===== src/rtl/reg_dump_display.sv =====
// reg_dump_display
// Debug reader for the register file's ReadReg/ReadRegData port. It picks a
// register index, either auto-scanning or stepped by a push-button, and shows
// one 16-bit half of that register as four hex digits on a multiplexed
// 7-segment display. It sits beside the pipeline at board level.
//
// Ports:
//   clk          system clock, all state on the rising edge
//   reset        synchronous, active-high
//   auto_scan    1 = auto-increment the index every DWELL_CYCLES, 0 = manual
//   step         raw push-button (asynchronous); advances the index in manual mode
//   half_sel     0 = show bits [15:0], 1 = show bits [31:16]
//   ReadReg      register index to the debug read port
//   ReadRegData  debug read data (combinational from ReadReg)
//   cur_index    copy of the index, for LEDs
//   an           digit anodes, active low, an[0] = rightmost digit
//   seg          segment cathodes, active low, seg[0]=a ... seg[6]=g
module reg_dump_display #(
  parameter int DWELL_CYCLES   = 100000000,
  parameter int REFRESH_CYCLES = 100000
) (
  input  logic        clk,
  input  logic        reset,
  input  logic        auto_scan,
  input  logic        step,
  input  logic        half_sel,
  output logic [4:0]  ReadReg,
  input  logic [31:0] ReadRegData,
  output logic [4:0]  cur_index,
  output logic [3:0]  an,
  output logic [6:0]  seg
);

  localparam int DW_W = (DWELL_CYCLES   > 1) ? $clog2(DWELL_CYCLES)   : 1;
  localparam int RF_W = (REFRESH_CYCLES > 1) ? $clog2(REFRESH_CYCLES) : 1;

  localparam logic [DW_W-1:0] DWELL_LAST   = DW_W'(DWELL_CYCLES - 1);
  localparam logic [RF_W-1:0] REFRESH_LAST = RF_W'(REFRESH_CYCLES - 1);

  // Hex digit to active-low segments, g..a order.
  function automatic logic [6:0] f_hex7(input logic [3:0] n);
    case (n)
      4'h0:    f_hex7 = 7'b1000000;
      4'h1:    f_hex7 = 7'b1111001;
      4'h2:    f_hex7 = 7'b0100100;
      4'h3:    f_hex7 = 7'b0110000;
      4'h4:    f_hex7 = 7'b0011001;
      4'h5:    f_hex7 = 7'b0010010;
      4'h6:    f_hex7 = 7'b0000010;
      4'h7:    f_hex7 = 7'b1111000;
      4'h8:    f_hex7 = 7'b0000000;
      4'h9:    f_hex7 = 7'b0010000;
      4'hA:    f_hex7 = 7'b0001000;
      4'hB:    f_hex7 = 7'b0000011;
      4'hC:    f_hex7 = 7'b1000110;
      4'hD:    f_hex7 = 7'b0100001;
      4'hE:    f_hex7 = 7'b0000110;
      default: f_hex7 = 7'b0001110;
    endcase
  endfunction

  logic            r_s1, r_s2, r_sp;
  logic [DW_W-1:0] r_dwell;
  logic [4:0]      r_idx;
  logic [RF_W-1:0] r_refresh;
  logic [1:0]      r_dp;
  logic [31:0]     r_snap;
  logic [3:0]      r_an;
  logic [6:0]      r_seg;

  logic            w_stp_pulse;
  logic            w_dwell_tc;
  logic            w_refresh_tc;
  logic            w_inc;
  logic [15:0]     w_half;
  logic [3:0]      w_nib;

  // Button synchronizer and edge detect. Loading ones on reset means a button
  // held through reset release looks like "already pressed" and gives no pulse.
  always_ff @(posedge clk) begin
    if (reset) begin
      r_s1 <= 1'b1;
      r_s2 <= 1'b1;
      r_sp <= 1'b1;
    end else begin
      r_s1 <= step;
      r_s2 <= r_s1;
      r_sp <= r_s2;
    end
  end

  assign w_stp_pulse = r_s2 & ~r_sp;

  // Index selection: dwell timer in auto mode, button pulse in manual mode.
  assign w_dwell_tc = (r_dwell == DWELL_LAST);
  assign w_inc      = auto_scan ? w_dwell_tc : w_stp_pulse;

  always_ff @(posedge clk) begin
    if (reset) begin
      r_dwell <= '0;
    end else if (!auto_scan || w_dwell_tc) begin
      // Held at 0 in manual mode so entering auto mode gives a full dwell.
      r_dwell <= '0;
    end else begin
      r_dwell <= r_dwell + DW_W'(1);
    end
  end

  always_ff @(posedge clk) begin
    if (reset) begin
      r_idx <= 5'd0;
    end else if (w_inc) begin
      r_idx <= r_idx + 5'd1;
    end
  end

  // Digit multiplexing and per-frame snapshot.
  assign w_refresh_tc = (r_refresh == REFRESH_LAST);

  always_ff @(posedge clk) begin
    if (reset) begin
      r_refresh <= '0;
      r_dp      <= 2'd0;
    end else if (w_refresh_tc) begin
      r_refresh <= '0;
      r_dp      <= r_dp + 2'd1;
    end else begin
      r_refresh <= r_refresh + RF_W'(1);
    end
  end

  // Snapshot only when the pointer wraps back to digit 0, so one frame never
  // mixes digits from two different register values.
  always_ff @(posedge clk) begin
    if (reset) begin
      r_snap <= 32'd0;
    end else if (w_refresh_tc && (r_dp == 2'd3)) begin
      r_snap <= ReadRegData;
    end
  end

  assign w_half = half_sel ? r_snap[31:16] : r_snap[15:0];
  assign w_nib  = w_half[{r_dp, 2'b00} +: 4];

  // Output register: anode and segments move together, one cycle behind dp.
  always_ff @(posedge clk) begin
    if (reset) begin
      r_an  <= 4'b1110;
      r_seg <= 7'b1000000;
    end else begin
      r_an  <= ~(4'b0001 << r_dp);
      r_seg <= f_hex7(w_nib);
    end
  end

  assign ReadReg   = r_idx;
  assign cur_index = r_idx;
  assign an        = r_an;
  assign seg       = r_seg;

endmodule


===== config.mk =====
export PLATFORM = sky130hd
export DESIGN_NAME = reg_dump_display
export DESIGN_NICKNAME = d
export VERILOG_FILES = /design/src/rtl/reg_dump_display.sv
export SDC_FILE = /design/constraint.sdc
export NUM_CORES = 1
export LEC_CHECK = 0
export ABC_AREA = 1
export BUFFER_PORTS_ARGS = -buffer_cell sky130_fd_sc_hd__buf_2
export CORE_ASPECT_RATIO = 1.1
export CORE_MARGIN = 2
export CORE_UTILIZATION = 30
export CTS_BUF_LIST = sky130_fd_sc_hd__clkbuf_2 sky130_fd_sc_hd__clkbuf_4 sky130_fd_sc_hd__clkbuf_8
export DETAILED_ROUTE_END_ITERATION = 16
export GPL_TIMING_DRIVEN = 0
export PLACE_DENSITY = 0.45
export RECOVER_POWER = 25
export SLEW_MARGIN = 20
export SYNTH_ARGS = -nofsm -noshare
export SYNTH_HDL_FRONTEND = slang
export SYNTH_SLANG_ARGS = --single-unit
export TNS_END_PERCENT = 5

===== constraint.sdc =====
create_clock -name clk -period 1.9 [get_ports clk]
set_input_delay 0.38 -clock clk [delete_from_list [all_inputs] [get_ports clk]]
set_output_delay 0.38 -clock clk [all_outputs]
set_load 0.01 [all_outputs]

==> key figures, run 1 <==
Status
  • Status: complete, no violations

Global routing
  • First-pass GRT wire length: 22000 µm
  • Met3 GRT Util: 0.0230
  • Total track usage: 0.152
  • GR peak layer: met2
  • Initial antenna violation count: 0
  • Global route total overflow: 0
  • Vias in the first global route: 4467
  • Met2 usage: 0.224
  • Largest net degree at the start of global routing: 15
  • Global routing met1 resource utilization: 0.223

Logic synthesis
  • Top-count cell post-synth: nand2_1
  • Avg Inst Size Synth: 6.60 µm²
  • Top_reg_cell synth: dfxtp_1
  • Yosys top cell by area: dfxtp_1
  • Yosys warning count: 0
  • Ys async rst share: 0
  • Synthesized flop and latch total: 97
  • Mapped cell area: 5140 µm²
  • Synth cell types: 34
  • Synthesized instance count: 778
  • Synth Net Count: 827
  • Synth top area share: 0.378
  • Post-synth EDFFs: 0
  • Synth top cells by count: nand2_1 (183), nor2_1 (140), inv_1 (106)
  • Sequential area share after synthesis: 0.378
  • Synth top area cells: dfxtp_1 (38%), nand2_1 (13%), nor2_1 (10%)

Detailed routing
  • Antenna Nets Post-Route: 0
  • WL/cell: 12.6 µm
  • First-iteration detailed-routing DRC count: 216
  • Vias after detailed routing: 4822
  • DRC violations left: 0
  • Drt pass-1 iters: 4
  • Via-to-Cell Ratio: 4.54
  • Routed wire length: 13400 µm

Timing
  • Worst Clk Skew: 0.00885 ns
  • Hold_ws: 0.185 ns
  • Final Hold Fails: 0
  • Fmax: 554 MHz
  • Worst Tran Pin Value: 0.569 ns
  • Worst rel slew slack: 0.621
  • Fin crit share: 0.950
  • Final setup vio count: 0
  • Fin crit period: 1.81 ns
  • Final Max Tran Viols: 0

Critical path
  • CP startpoint: r_dp[0]
  • WP data required: 2.22 ns
  • Crit path DAT: 2.12 ns
  • Worst-path maximum fanout: 6
  • Setup CP Type: register to register
  • Crit path to: seg[1]
  • Startpoint types: register
  • RR Endpoint: seg[1]
  • Reg-to-reg startpoint: r_dp[0]
  • Reg2Reg Depth: 12
  • Reg2Reg Setup Slack: 0.09 ns
  • CP endpoint kind: register

Clocking
  • CTS clk-pin slew, worst paths: 0.09 ns
  • Later-pin clock latency in the skew report: 0.38 ns
  • CTS Buf Count: 9
  • Clock root buffer master: clkbuf_8
  • Clk sinks: 97
  • Clk buf depth: 2
  • Post-CTS Hold Buffers: 0
  • CTS tree: built
  • H-Tree Level Count: 3

Hold path
  • Worst min-delay path category: input port to register

Die
  • Die ar.: 18200 µm²
  • Die Height: 141 µm
  • Initial core utilization: 0.304
  • Boundary Pins: 58
  • Number of core rows: 50
  • Die X: 129 µm
  • Core Region: 16900 µm²

Placement
  • Routability cong.: 0.784
  • Placed Cells: 1042
  • Port Buffers: 56
  • DP HPWL: 10100 µm

Finish
  • Fillers: 1942
  • Final Instance Count excl. Fillers: 1063
  • Seq. cell area: 1950 µm²
  • Multi-input gate area: 2720 µm²
  • Layout Nets: 901
  • Ant diodes: 0
  • Layout area overhead: 17.6%
  • Share of cells above drive strength 1: 0.142

Pwr
  • VDD IR-drop max: 0.267 mV
  • Power per cell area: 608 nW/µm²
  • Leakage: 2.49 nW

Job
  • Max-Cap Viols: 0
[repair_timing]
item,CTS,global route
pin swaps,1,9
setup buffers,2,6
setup endpoints to repair,37,46
gates resized for setup,16,30
[cell families after synthesis]
group / count (synthesis) / share of synthesized area
simple gates: 467 / 0.405
compound gates: 43 / 0.0433
buf+inv: 142 / 0.115
flops: 97 / 0.378
xor+xnor: 17 / 0.0290
fa+ha+maj: 12 / 0.0292
[report_power, final]
group / total, mW / internal [mW] / switching [mW]
logic: 0.255 / 0.0971 / 0.158
registers: 2.06 / 2.05 / 0.00809
clock network: 1.36 / 0.625 / 0.739
total: 3.68 / 2.77 / 0.905
[per-stage QoR]
stage | power [mW] | util | setup slack, ns | instance area, µm² | setup TNS, ns
after global routing | 3.84 | 0.358 | -0.0129 | 6040 | -0.0158
after floorplan | 2.25 | - | 0.0104 | 5140 | 0
after global placement | 2.35 | 0.336 | -0.343 | 5680 | -4.40
after detailed placement | 2.34 | 0.336 | -0.353 | 5680 | -3.45
final | 3.68 | 0.358 | 0.0948 | 6040 | 0
after CTS | 3.74 | 0.351 | 0.0135 | 5930 | 0
[how the worst min path moves through the flow]
| stage | from | end | slack, ns | cells past startpoint |
|---|---|---|---|---|
| after floorplan | r_s1 | r_s2 | 0.39 | 1 |
| after CTS | step | r_s1 | 0.16 | 2 |
| after detailed placement | r_s1 | r_s2 | 0.41 | 1 |
| final | step | r_s1 | 0.19 | 2 |
| after global routing | step | r_s1 | 0.17 | 2 |
| after global placement | r_s1 | r_s2 | 0.41 | 1 |
[state kept, by name (all words and copies together) (netlist names), 2 cells and up]
signal	flops
r_snap	32
r_dwell	27
r_refresh	17
seg	7
ReadReg	5
an	4
r_dp	2
[final cells by class]
type | instances | area share
plain buffers | 33 | 0.0342
repair buffers | 64 | 0.0534
flip-flops and latches | 97 | 0.322
clock buffers | 10 | 0.0228
inverters | 108 | 0.0679
multi-input cells | 539 | 0.449
well taps | 208 | 0.0431
clock inverters | 4 | 0.00745
[layer usage]
layer  vias to the layer above  share of wire  routed length (µm)
li1                       2598              -                   -
met1                      2154           0.53                7090
met2                        58           0.43                5700
met3                        12          0.027                 366
met4                         0          0.015                 207
met5                         -              0                   0
[cells in the final DEF (no fill, tap or decap), drive strengths merged]
cell    synthesis  routed
o21bai          2       2
nand3          55      55
dfxtp          97      97
clkinv          1       4
xor2           11      11
a31oi           2       2
and2            1       1
buf            22      62
nor3           18      18
bufinv          0       1
and3            1       1
nor2          145     145
nor3b           5       5
o21ai          11      11
clkbuf         12      45
nand2         185     185
xnor2           6       6
or2             7       7
nor4            1       1
nand4          45      45
inv           107     107
ha             12      12
nand3b          4       4
a21oi          28      28
[critical path, cell delays in order, from the launching register on]
cell and delay [ns]:
dfxtp_4 0.36, buf_6 0.13, buf_4 0.13, nor2_1 0.11
o21ai_1 0.07, nand2_1 0.07, nand2_1 0.06, nand2_2 0.12
inv_4 0.06, ha_4 0.26, nand3_2 0.09, a21oi_2 0.15
and2_1 0.13
No activity file was read; power rests on OpenSTA's default activity.
==> inputs of run 2 (changes only) <==
GPL_TIMING_DRIVEN = default   (was 0)
HOLD_SLACK_MARGIN = 0.06   (was default)
==> key figures, run 2 (synthesis gave the netlist of run 1 again) <==
Status
  • Status: complete, no violations

Finish
  • Seq. cell area: 1940 µm²
  • Fillers: 1929
  • Share of cells above drive strength 1: 0.124
  • Multi-input gate area: 2610 µm²
  • Commonest cells after routing, fill and taps aside: nand2_1 (183), nor2_1 (139), inv_1 (105), dfxtp_1 (95), nand3_1 (54)
  • Commonest non-fill, non-tap cell in the layout: nand2_1
  • Biggest regs: r_snap (32), r_dwell (27), r_refresh (17)
  • Final core occ: 0.351
  • Layout area overhead: 15.5%
  • Ant diodes: 0
  • Most flops, register: r_snap
  • Max reg flops: 32
  • Layout Nets: 893

Global routing
  • Total track usage: 0.148
  • Largest net degree at the start of global routing: 36
  • First-pass GRT wire length: 21500 µm
  • Vias in the first global route: 4455
  • Initial antenna violation count: 0
  • Global route total overflow: 0

Timing
  • Hold_ws: 0.174 ns
  • Fin crit share: 0.903
  • Worst Clk Skew: 0.0197 ns
  • Worst rel slew slack: 0.254
  • Final setup vio count: 0
  • Final Worst Setup Slack: 0.184 ns
  • Fin crit period: 1.72 ns
  • Final Hold Fails: 0
  • Final Max Tran Viols: 0
  • RSZ-0062 raised after global routing: false
  • Worst Tran Pin Value: 1.12 ns
  • Final TNS setup: 0 ns
  • Fmax: 583 MHz

Critical path
  • Slowest CP cell: dfxtp_1
  • CP top delay family: simple AND/OR/NAND/NOR gates
  • Buffers & Inverters on Critical Path: 2
  • Setup CP Type: register to register
  • CP cell instances: inv_1 -> o21ai_0 -> o21ai_0 -> nand2_1 -> nand2_1 -> inv_1 -> ha_1 -> nand3_1 -> a21oi_1 -> and2_1
  • Reg2Reg Setup Slack: 0.18 ns
  • CP max stage delay: 0.32 ns
  • Critical path depth: 10
  • Worst-path maximum fanout: 5
  • WP data required: 2.19 ns
  • CP endpoint kind: register
  • Reg2Reg Depth: 10
  • RR Endpoint: seg[1]
  • Reg-to-reg startpoint: r_dp[0]
  • Crit path DAT: 2.00 ns
  • Startpoint types: register

Die
  • Number of core rows: 50
  • Die ar.: 18200 µm²
  • Core Region: 16900 µm²
  • Boundary Pins: 58
  • Die Height: 141 µm
  • Initial core utilization: 0.304
  • Die X: 129 µm

Detailed routing
  • Via-to-Cell Ratio: 4.48
  • First-iteration detailed-routing DRC count: 245
  • Antenna Nets Post-Route: 0
  • DRC violations left: 0
  • Drt pass-1 iters: 4
  • WL/cell: 12.2 µm
  • Routed wire length: 12900 µm
  • Vias after detailed routing: 4732

Clocking
  • Post-CTS Hold Buffers: 0
  • H-Tree Level Count: 3
  • Clk sinks: 97
  • Later-pin clock latency in the skew report: 0.39 ns
  • Setup repair bufs after CTS: 0
  • Clock root buffer master: clkbuf_8
  • CTS tree: built
  • CTS Buf Count: 9
  • Clk buf depth: 2
  • CTS clk-pin slew, worst paths: 0.10 ns

Pwr
  • Share of total power in combinational logic: 0.066
  • NetSw: 907 µW
  • Internal power: 2.71 mW
  • Power per cell area: 610 nW/µm²
  • Seq pwr share: 0.569
  • Leakage: 2.44 nW
  • VDD IR-drop max: 0.287 mV
  • Sw Ratio: 0.251
  • Clock Power Share: 0.364

Hold path
  • WHS Endpoint: r_s1
  • Min-delay src: step
  • Worst hold path stage count: 2
  • Worst min-delay path category: input port to register

Placement
  • DP HPWL: 9870 µm
  • Port Buffers: 57
  • Place WS: 0.0178 ns
  • Routability cong.: 0.834

Job
  • Max-Cap Viols: 0
==> run 2: timing repair <==
| action | in CTS | in global routing |
|---|---|---|
| gates resized for setup | 0 | 4 |
| setup endpoints to repair | 0 | 14 |
| hold endpoints to repair | 0 | 0 |
==> run 2: how the worst max path moves through the flow <==
stage	slack [ns]	endpoint	start
floorplan	0.01	seg[1]	half_sel
global placement	0.05	seg[1]	half_sel
detailed placement	0.02	seg[1]	half_sel
CTS	0.16	r_dwell[21]	r_dwell[0]
global route	0.02	seg[1]	r_dp[0]
finish	0.18	seg[1]	r_dp[0]
==> run 2: through the flow <==
stage,cell area (µm²),std cells,total power [mW]
finish,5930,1057,3.62
floorplan,5140,778,2.25
global route,5930,1057,3.80
global placement,5770,1041,2.36
detailed placement,5770,1041,2.35
CTS,5960,1057,3.70
==> run 2: area by class of cell <==
| cell class | count | area share |
|---|---|---|
| flip-flops and latches | 97 | 0.328 |
| clock buffers | 12 | 0.0268 |
| inverters | 108 | 0.0683 |
| well taps | 208 | 0.0439 |
| repair buffers | 89 | 0.0886 |
| multi-input cells | 539 | 0.440 |
| clock inverters | 4 | 0.00464 |
==> run 2: metal layers <==
layer  part of all wire  vias to the layer above  GRT usage
met2               0.43                       73      0.229
met5                  0                        -          0
met4              0.018                        0     0.0606
li1                   -                     2571          -
met1               0.52                     2072      0.206
met3              0.028                       16     0.0241
==> run 2: power groups by stage <==
| stage | registers [mW] | logic, mW | clock network, mW |
|---|---|---|---|
| after floorplan | 2.11 | 0.138 | 0 |
| after global placement | 2.11 | 0.250 | 0 |
| after detailed placement | 2.11 | 0.248 | 0 |
| after CTS | 2.06 | 0.249 | 1.39 |
| after global routing | 2.06 | 0.276 | 1.46 |
| final | 2.06 | 0.241 | 1.32 |
==> inputs of run 3 (changes only) <==
PLACE_DENSITY = 0.43   (was 0.45)
clock period = 1.7 ns   (was 1.9 ns; I/O delays follow)
==> key figures, run 3 (synthesis gave the netlist of run 1 again) <==
Job
  • Max-Cap Viols: 0

Critical path
  • Setup CP Type: register to register
  • CP cell instances: inv_4 -> buf_4 -> nand3_1 -> nand2_2 -> o21ai_4 -> buf_4 -> ha_1 -> nand2_1 -> nand2_1 -> nand2_1 -> a21oi_1
  • Reg2Reg Setup Slack: 0.10 ns
  • Worst-path maximum fanout: 6
  • Crit path DAT: 1.91 ns
  • Crit path top cell by count: nand2_1
  • WP data required: 2.01 ns
  • Buffers & Inverters on Critical Path: 3
  • Startpoint types: register
  • CP top delay family: flip-flops
  • Slowest CP cell: dfxtp_4
  • CP max stage delay: 0.40 ns
  • CP endpoint kind: register

Placement
  • Port Buffers: 57
  • Routability cong.: 0.896
  • DP HPWL: 9900 µm
  • DP Area: 5870 µm²
  • Place WS: -0.114 ns

Timing
  • Final Worst Setup Slack: 0.100 ns
  • Worst rel slew slack: 0.234
  • Final Max Tran Viols: 0
  • RSZ-0062 raised after global routing: true
  • Fin crit share: 0.941
  • Worst Tran Pin Value: 1.15 ns
  • Final setup vio count: 0
  • Fin crit period: 1.60 ns
  • Worst Clk Skew: 0.0129 ns
  • Final Hold Fails: 0
  • Fmax: 625 MHz

Pwr
  • Power per cell area: 668 nW/µm²
  • Leakage: 2.62 nW
  • VDD IR-drop max: 0.335 mV

Die
  • Die X: 129 µm
  • Core Region: 16900 µm²
  • Number of core rows: 50
  • Boundary Pins: 58
  • Die Height: 141 µm
  • Die ar.: 18200 µm²
  • Initial core utilization: 0.304

Detailed routing
  • Vias after detailed routing: 4961
  • Routed wire length: 13200 µm
  • WL/cell: 12.4 µm
  • First-iteration detailed-routing DRC count: 247
  • DRC violations left: 0
  • Antenna Nets Post-Route: 0
  • Via-to-Cell Ratio: 4.65
  • Drt pass-1 iters: 5

Finish
  • Layout area overhead: 21.1%
  • Biggest regs: r_snap (32), r_dwell (27), r_refresh (17)
  • Most flops, register: r_snap
  • Fillers: 1855
  • Max reg flops: 32
  • Commonest cells after routing, fill and taps aside: nand2_1 (178), nor2_1 (136), inv_1 (103), dfxtp_1 (89), buf_2 (57)
  • Share of cells above drive strength 1: 0.191
  • Layout Nets: 904
  • Cell area after layout: 6220 µm²
  • Commonest non-fill, non-tap cell in the layout: nand2_1
  • Ant diodes: 0

Hold path
  • Worst min-delay path category: input port to register

Global routing
  • Largest net degree at the start of global routing: 36
  • Total track usage: 0.151
  • Vias in the first global route: 4650
  • Initial antenna violation count: 0
  • First-pass GRT wire length: 22100 µm
  • Global route total overflow: 0

Clocking
  • Later-pin clock latency in the skew report: 0.38 ns
  • Clk sinks: 97
  • Clock root buffer master: clkbuf_8
  • H-Tree Level Count: 3
  • CTS Buf Count: 9
  • CTS tree: built
  • Clk buf depth: 2
  • CTS clk-pin slew, worst paths: 0.09 ns

Status
  • Status: complete, no violations
[run 3: worst paths after layout]
check	start	cells after the start	end
setup / recovery	r_dp[0]	11	seg[3]
setup reg to reg	r_dp[0]	11	seg[3]
hold reg to reg	r_refresh[0]	1	r_refresh[0]
hold / removal	step	2	r_s1
[run 3: metal layers]
layer | vias to the layer above | global-route usage | wire [µm]
li1 | 2593 | - | -
met1 | 2262 | 0.205 | 6520
met2 | 87 | 0.239 | 6000
met3 | 19 | 0.0226 | 451
met4 | 0 | 0.0618 | 277
met5 | - | 0 | 0
[run 3: through the flow]
stage / cells / power (mW) / TNS (ns) / utilization / hold WS [ns]
3_5_place_dp: 1048 / 2.64 / -0.414 / 0.348 / 0.421
2_1_floorplan: 778 / 2.52 / 0 / - / 0.389
4_1_cts: 1064 / 4.24 / 0 / 0.360 / 0.130
3_3_place_gp: 1048 / 2.63 / -0.215 / 0.348 / 0.401
5_1_grt: 1068 / 4.40 / -0.0330 / 0.369 / 0.135
6_report: 1068 / 4.16 / 0 / 0.369 / 0.149
[run 3: what timing repair did]
item	in CTS	in global routing
hold buffers	0	0
setup buffers	0	3
pin swaps	0	6
gates cloned	0	1
endpoints found under the setup margin	3	74
gates resized for setup	1	29
[run 3: layout make-up]
class                   count  area (µm²)  area share
clock buffers               9         124      0.0199
clock inverters             7        80.1      0.0129
inverters                 108         410      0.0659
multi-input cells         539        2700       0.434
flip-flops and latches     97        1950       0.314
well taps                 208         260      0.0418
repair buffers            100         697       0.112
[run 3: where the power goes]
| group | internal (mW) | total, mW | switching, mW | leakage, nW |
|---|---|---|---|---|
| registers | 2.29 | 2.30 | 0.00951 | 0.788 |
| logic | 0.122 | 0.288 | 0.166 | 1.74 |
| clock network | 0.693 | 1.57 | 0.877 | 0.0960 |
